[src/rtl/rx_uart.sv]
// -----------------------------------------------------------------------------
// rx_uart - oversampling asynchronous serial receiver (8N1-style framing)
//
// Receives one start bit, DATA_BITS data bits (LSB first) and one stop bit.
// The line is resynchronised, the start bit is confirmed at its midpoint and
// every following bit is sampled once per bit period, also near its midpoint.
// A single received byte is held until the consumer pops it with rd.
//
// Parameters
//   OVERSAMPLE  baud_tick pulses per bit period (even, >= 8)
//   DATA_BITS   data bits per frame (>= 2)
//
// Ports
//   clk          in   rising-edge clock for all logic
//   reset        in   asynchronous active-low reset
//   baud_tick    in   one-clk enable at OVERSAMPLE x baud rate
//   rx_in        in   serial line, idle high, asynchronous to clk
//   rd           in   consumer acknowledge, pops the held byte
//   rx_data      out  last delivered byte (registered)
//   rx_valid     out  rx_data holds an unread byte
//   framing_err  out  stop bit of the last completed frame was low
//   overrun      out  sticky: a byte was dropped because rx_data was unread
//   busy         out  receiver FSM is not idle
// -----------------------------------------------------------------------------
module rx_uart #(
    parameter int OVERSAMPLE = 16,
    parameter int DATA_BITS  = 8
) (
    input  logic                 clk,
    input  logic                 reset,
    input  logic                 baud_tick,
    input  logic                 rx_in,
    input  logic                 rd,
    output logic [DATA_BITS-1:0] rx_data,
    output logic                 rx_valid,
    output logic                 framing_err,
    output logic                 overrun,
    output logic                 busy
);

    localparam int CNT_W = $clog2(OVERSAMPLE);
    localparam int BIT_W = (DATA_BITS > 1) ? $clog2(DATA_BITS) : 1;

    localparam logic [CNT_W-1:0] HALF_LAST = CNT_W'(OVERSAMPLE / 2 - 1);
    localparam logic [CNT_W-1:0] FULL_LAST = CNT_W'(OVERSAMPLE - 1);
    localparam logic [BIT_W-1:0] LAST_BIT  = BIT_W'(DATA_BITS - 1);

    typedef enum logic [1:0] {
        IDLE  = 2'd0,
        START = 2'd1,
        DATA  = 2'd2,
        STOP  = 2'd3
    } state_t;

    state_t                 state_r;
    state_t                 state_next_s;
    logic                   rx_meta_r;
    logic                   rx_sync_r;
    logic                   rx_s;
    logic [CNT_W-1:0]       tick_cnt_r;
    logic [BIT_W-1:0]       bit_idx_r;
    logic [DATA_BITS-1:0]   shift_r;
    logic                   start_sample_s;
    logic                   data_sample_s;
    logic                   stop_sample_s;
    logic                   deliver_s;

    assign rx_s = rx_sync_r;

    // Sampling strobes: the single clk cycles in which a line sample is taken.
    assign start_sample_s = baud_tick && (state_r == START) && (tick_cnt_r == HALF_LAST);
    assign data_sample_s  = baud_tick && (state_r == DATA)  && (tick_cnt_r == FULL_LAST);
    assign stop_sample_s  = baud_tick && (state_r == STOP)  && (tick_cnt_r == FULL_LAST);
    assign deliver_s      = stop_sample_s && rx_s;

    // Two-flop synchronizer; resets to the idle line level so no false start.
    always_ff @(posedge clk or negedge reset) begin
        if (!reset) begin
            rx_meta_r <= 1'b1;
            rx_sync_r <= 1'b1;
        end else begin
            rx_meta_r <= rx_in;
            rx_sync_r <= rx_meta_r;
        end
    end

    // FSM state register.
    always_ff @(posedge clk or negedge reset) begin
        if (!reset) begin
            state_r <= IDLE;
        end else begin
            state_r <= state_next_s;
        end
    end

    // FSM next-state logic; nothing moves without a baud_tick.
    always_comb begin
        state_next_s = state_r;
        case (state_r)
            IDLE: begin
                if (baud_tick && !rx_s) begin
                    state_next_s = START;
                end else begin
                    state_next_s = IDLE;
                end
            end
            START: begin
                // A start bit that is high again at its midpoint was a glitch.
                if (start_sample_s) begin
                    state_next_s = rx_s ? IDLE : DATA;
                end else begin
                    state_next_s = START;
                end
            end
            DATA: begin
                if (data_sample_s && (bit_idx_r == LAST_BIT)) begin
                    state_next_s = STOP;
                end else begin
                    state_next_s = DATA;
                end
            end
            STOP: begin
                if (stop_sample_s) begin
                    state_next_s = IDLE;
                end else begin
                    state_next_s = STOP;
                end
            end
            default: begin
                state_next_s = IDLE;
            end
        endcase
    end

    // FSM output logic.
    always_comb begin
        busy = 1'b0;
        if (state_r != IDLE) begin
            busy = 1'b1;
        end else begin
            busy = 1'b0;
        end
    end

    // Oversample tick counter and data bit index.
    always_ff @(posedge clk or negedge reset) begin
        if (!reset) begin
            tick_cnt_r <= '0;
            bit_idx_r  <= '0;
        end else if (baud_tick) begin
            case (state_r)
                IDLE: begin
                    tick_cnt_r <= '0;
                    bit_idx_r  <= '0;
                end
                START: begin
                    if (tick_cnt_r == HALF_LAST) begin
                        tick_cnt_r <= '0;
                        bit_idx_r  <= '0;
                    end else begin
                        tick_cnt_r <= tick_cnt_r + CNT_W'(1);
                    end
                end
                DATA: begin
                    if (tick_cnt_r == FULL_LAST) begin
                        tick_cnt_r <= '0;
                        if (bit_idx_r == LAST_BIT) begin
                            bit_idx_r <= '0;
                        end else begin
                            bit_idx_r <= bit_idx_r + BIT_W'(1);
                        end
                    end else begin
                        tick_cnt_r <= tick_cnt_r + CNT_W'(1);
                    end
                end
                STOP: begin
                    if (tick_cnt_r == FULL_LAST) begin
                        tick_cnt_r <= '0;
                    end else begin
                        tick_cnt_r <= tick_cnt_r + CNT_W'(1);
                    end
                end
                default: begin
                    tick_cnt_r <= '0;
                    bit_idx_r  <= '0;
                end
            endcase
        end else begin
            tick_cnt_r <= tick_cnt_r;
            bit_idx_r  <= bit_idx_r;
        end
    end

    // Data shift register, filled LSB first from the top.
    always_ff @(posedge clk or negedge reset) begin
        if (!reset) begin
            shift_r <= '0;
        end else if (data_sample_s) begin
            shift_r <= {rx_s, shift_r[DATA_BITS-1:1]};
        end else begin
            shift_r <= shift_r;
        end
    end

    // Output holding register, valid/overrun handshake and framing flag.
    always_ff @(posedge clk or negedge reset) begin
        if (!reset) begin
            rx_data     <= '0;
            rx_valid    <= 1'b0;
            framing_err <= 1'b0;
            overrun     <= 1'b0;
        end else begin
            if (stop_sample_s) begin
                framing_err <= ~rx_s;
            end else begin
                framing_err <= framing_err;
            end

            if (deliver_s) begin
                if (!rx_valid) begin
                    rx_data  <= shift_r;
                    rx_valid <= 1'b1;
                end else if (rd) begin
                    // Held byte popped in the same cycle: replace it.
                    rx_data  <= shift_r;
                    rx_valid <= 1'b1;
                    overrun  <= 1'b0;
                end else begin
                    // Held byte still unread: keep it, drop the new one.
                    overrun  <= 1'b1;
                end
            end else if (rd && rx_valid) begin
                rx_valid <= 1'b0;
                overrun  <= 1'b0;
            end else begin
                rx_valid <= rx_valid;
                overrun  <= overrun;
            end
        end
    end

endmodule

[config.mk]
export PLATFORM = sky130hd
export DESIGN_NAME = rx_uart
export DESIGN_NICKNAME = d
export VERILOG_FILES = /design/src/rtl/rx_uart.sv
export SDC_FILE = /design/constraint.sdc
export NUM_CORES = 1
export LEC_CHECK = 0
export CAP_MARGIN = 25
export CELL_PAD_IN_SITES_DETAIL_PLACEMENT = 0
export CELL_PAD_IN_SITES_GLOBAL_PLACEMENT = 1
export CORE_ASPECT_RATIO = 2
export CORE_MARGIN = 8
export CORE_UTILIZATION = 44
export DETAILED_ROUTE_END_ITERATION = 8
export GPL_TIMING_DRIVEN = 1
export PLACE_DENSITY = 0.8
export RECOVER_POWER = 100
export SLEW_MARGIN = 40
export SYNTH_ARGS = -nofsm -noshare
export SYNTH_HDL_FRONTEND = slang
export SYNTH_SLANG_ARGS = --single-unit
[constraint.sdc]
create_clock -name clk -period 2 [get_ports clk]
set_input_delay 0.3 -clock clk [delete_from_list [all_inputs] [get_ports clk]]
set_output_delay 0.3 -clock clk [all_outputs]
set_load 0.01 [all_outputs]
==> impl_metrics.ini <==
[routing]
drt_pass1_iterations = 4
drt.antenna.violating_nets = 0
vias = 909
drt_wl_total_um = 2650
drc_errors = 0
post_drt_wl_per_cell_um = 16.4
drtIter0Drc = 15
avgViaCountPerCell = 5.61

[sta]
clock-skew-final_ns = 0.00500
final_min_period_over_clock_period_pct = 92.8
max_freq_mhz = 539
hold_slack_ns = 0.355
report.final.setup_viol = 0
slew_viol_final = 0
relSlewSlack_pct = 52.2
fin_worst_setup_slack_ns = 0.143
layout_min_cycle_time_ns = 1.86
final_hold_viol_count = 0
setup_total_negative_slack_ns = 0
worst_slew_pin_slew_ns = 0.718
unrepaired_setup_endpoints_after_global_routing = false

[cts]
cts.clk_slew.worst_paths_ns = 0.06
cts.path.max_buffers = 2
tritoncts_num_sinks = 30
postCtsHoldBufs = 0
cts_inserted_buffers = 5
clockRootBuffer = clkbuf_8
clkLatencyLatePin_ns = 0.28
htree_depth = 2
tritoncts = yes

[setup_path]
cp.arrival_ns = 1.56
required_ns = 1.70
worstPathMaxFanout = 9
cpPeakStageDelay_ns = 0.49
slowest_stage = clkdlybuf4s50_1
crit_path_start_kind = register
worstPathCellList = nor2_2 > inv_1 > clkdlybuf4s50_1
crit_path_end_kind = primary output
timing_worst_setup_path_type = register to primary output

[finish]
layout-area-overhead-vs-synth_pct = 14.4
final_net_count = 138
reg_area_um2 = 753
fillCellCount = 280
layout.cells.most_common = dfrtp_1
drive_gt1_share_pct = 20.6
final_design_area_no_fill_um2 = 1650
multiInputGateArea_um2 = 539
layout.cells.most_common_list = 28 x dfrtp_1, 13 x dlygate4sd3_1, 8 x inv_1, 8 x mux2_2, 7 x mux2_1
insertedDiodeCount = 0
fin_util_pct = 52.3
layout.cells.non_filler = 162

[synthesis]
synth_seq_area_share_pct = 52.2
post_synth_main_area_contributors = dfrtp_1 49%, mux2_4 8.3%, mux2_2 6.2%
synth.yosys.warnings = 0
post_synth_instance_area_um2 = 1440
yosysTopAreaCellShare_pct = 48.5
syn_avg_cell_area_um2 = 12.9
netlist_instances = 112
post-synth-top-area-cell = dfrtp_1
yosysUniqueCellTypes = 40
synthesis.nets = 120
postSynthRegisterBits = 30

[place]
post-place-ws_ns = 0.0955
numPortBuffers = 16
placer_s_final_routability_congestion_estimate = 0.760
dpl_cell_area_um2 = 1590
dp_cells = 154
place.detailed.hpwl_um = 1950

[grt]
global_route.overflow_total = 0
grt_usage_pct = 10.6
grt_antenna_before_repair = 0
grt_pass1_wl_um = 4660
grt_max_degree = 31
grt_pass1_vias = 973

[floorplan]
die_h_um = 97.0
dieArea_um2 = 5480
die_width_um = 56.5
floorplan.io_pins = 17
core_area_um2 = 3160
row_count = 29
effective_utilization_at_floorplan_pct = 45.7

[flow_run]
drv.max_cap_violation_count = 0

[power]
report.power.total_mw = 1.79
p_leak_nw = 0.833
power.density_nw_per_um2 = 1080
max-vdd-ir-drop_mv = 0.764

[run_status]
outcome = complete, no violations

[min_path]
worstHoldPathType = register to register
-- path summary, 6_finish.rpt --
check	startpoint	endpoint	slack [ns]	depth (start not counted)
setup reg to reg	tick_cnt_r[0]$_DFFE_PN0P_	rx_data[4]$_DFFE_PN0P_	0.16	5
hold / removal	rx_meta_r$_DFF_PN1_	rx_s$_DFF_PN1_	0.35	0
setup / recovery	state_r[1]$_DFF_PN0_	busy	0.14	3
max in group asynchronous	reset	bit_idx_r[1]$_DFFE_PN0P_	0.93	2
min in group asynchronous	reset	rx_data[4]$_DFFE_PN0P_	0.60	2
hold reg to reg	rx_meta_r$_DFF_PN1_	rx_s$_DFF_PN1_	0.35	0
-- flip-flops by register name, summed over array words and instances (netlist names) --
signal,flops
rx_meta_r,1
rx_s,1
rx_valid,1
shift_r,8
state_r,2
bit_idx_r,3
rx_data,8
framing_err,1
overrun,1
tick_cnt_r,4
-- report_power, final --
| group | internal [mW] | switching, mW | leakage [nW] | total, mW |
|---|---|---|---|---|
| clock network | 0.366 | 0.224 | 0.0579 | 0.589 |
| logic | 0.194 | 0.190 | 0.391 | 0.384 |
| registers | 0.686 | 0.127 | 0.384 | 0.812 |
| total | 1.25 | 0.540 | 0.833 | 1.79 |
-- per-layer routing --
layer | vias up | GRT usage, % | wire, um
met4 | 0 | 6.15 | 74
li1 | 436 | - | -
met2 | 19 | 18.0 | 1410
met5 | - | 0 | 0
met3 | 7 | 4.58 | 173
met1 | 447 | 9.95 | 1000
-- synthesized netlist by cell type --
| cell | number |
|---|---|
| nand2b_1 | 2 |
| a221o_1 | 1 |
| a32oi_1 | 2 |
| and4_4 | 1 |
| a41oi_1 | 1 |
| ha_1 | 3 |
| xor2_1 | 1 |
| dfstp_2 | 2 |
| a21o_1 | 1 |
| inv_1 | 8 |
| buf_6 | 5 |
| nor2_1 | 2 |
| clkbuf_8 | 1 |
| nor3_1 | 2 |
| and4b_1 | 1 |
| a31o_2 | 1 |
| nor2b_1 | 1 |
| mux2i_1 | 2 |
| a21boi_0 | 1 |
| clkbuf_1 | 1 |
| a31oi_1 | 2 |
| o22a_1 | 1 |
| mux2_4 | 8 |
| clkbuf_2 | 1 |
| a21bo_2 | 1 |
| and3_1 | 1 |
| and2b_1 | 1 |
| a2bb2oi_1 | 1 |
| o211ai_1 | 2 |
| o21ai_0 | 3 |
| nand2_1 | 6 |
| a41o_2 | 1 |
| nand4_1 | 2 |
| o41ai_1 | 1 |
| o2bb2ai_1 | 1 |
| dfrtp_1 | 28 |
| a21oi_1 | 2 |
| buf_8 | 1 |
| and2_2 | 2 |
| mux2_2 | 8 |
-- worst max-delay path, delay by kind of cell (launching register included) --
| family | cells | cell delay [ns] |
|---|---|---|
| buffers and inverters | 2 | 0.58 |
| flip-flops | 1 | 0.48 |
| AND/OR/NAND/NOR | 1 | 0.21 |
-- repair_timing --
| action | CTS | global route |
|---|---|---|
| setup endpoints to repair | 0 | 1 |
| setup buffers | 0 | 0 |
| resized for setup | 0 | 1 |
-- logic make-up after synthesis --
kind of cell,count (synthesis),share of synthesized area (%)
muxes,18,15.9
adders and majority gates,3,2.60
buffers and inverters,17,8.58
AOI/OAI and AO/OA,22,11.7
and+or+nand+nor,21,8.41
DFF,30,52.2
xor gates and xnor gates,1,0.607
-- area by class of cell --
| class | count | share of cell area [%] |
|---|---|---|
| clock inverter | 3 | 2.42 |
| sequential | 30 | 45.6 |
| timing repair buffer | 20 | 11.0 |
| clock buffer | 5 | 4.17 |
| inverter | 8 | 1.82 |
| tap | 31 | 2.35 |
| multi-input combinational | 65 | 32.7 |
(Power assumes the default switching activity.)
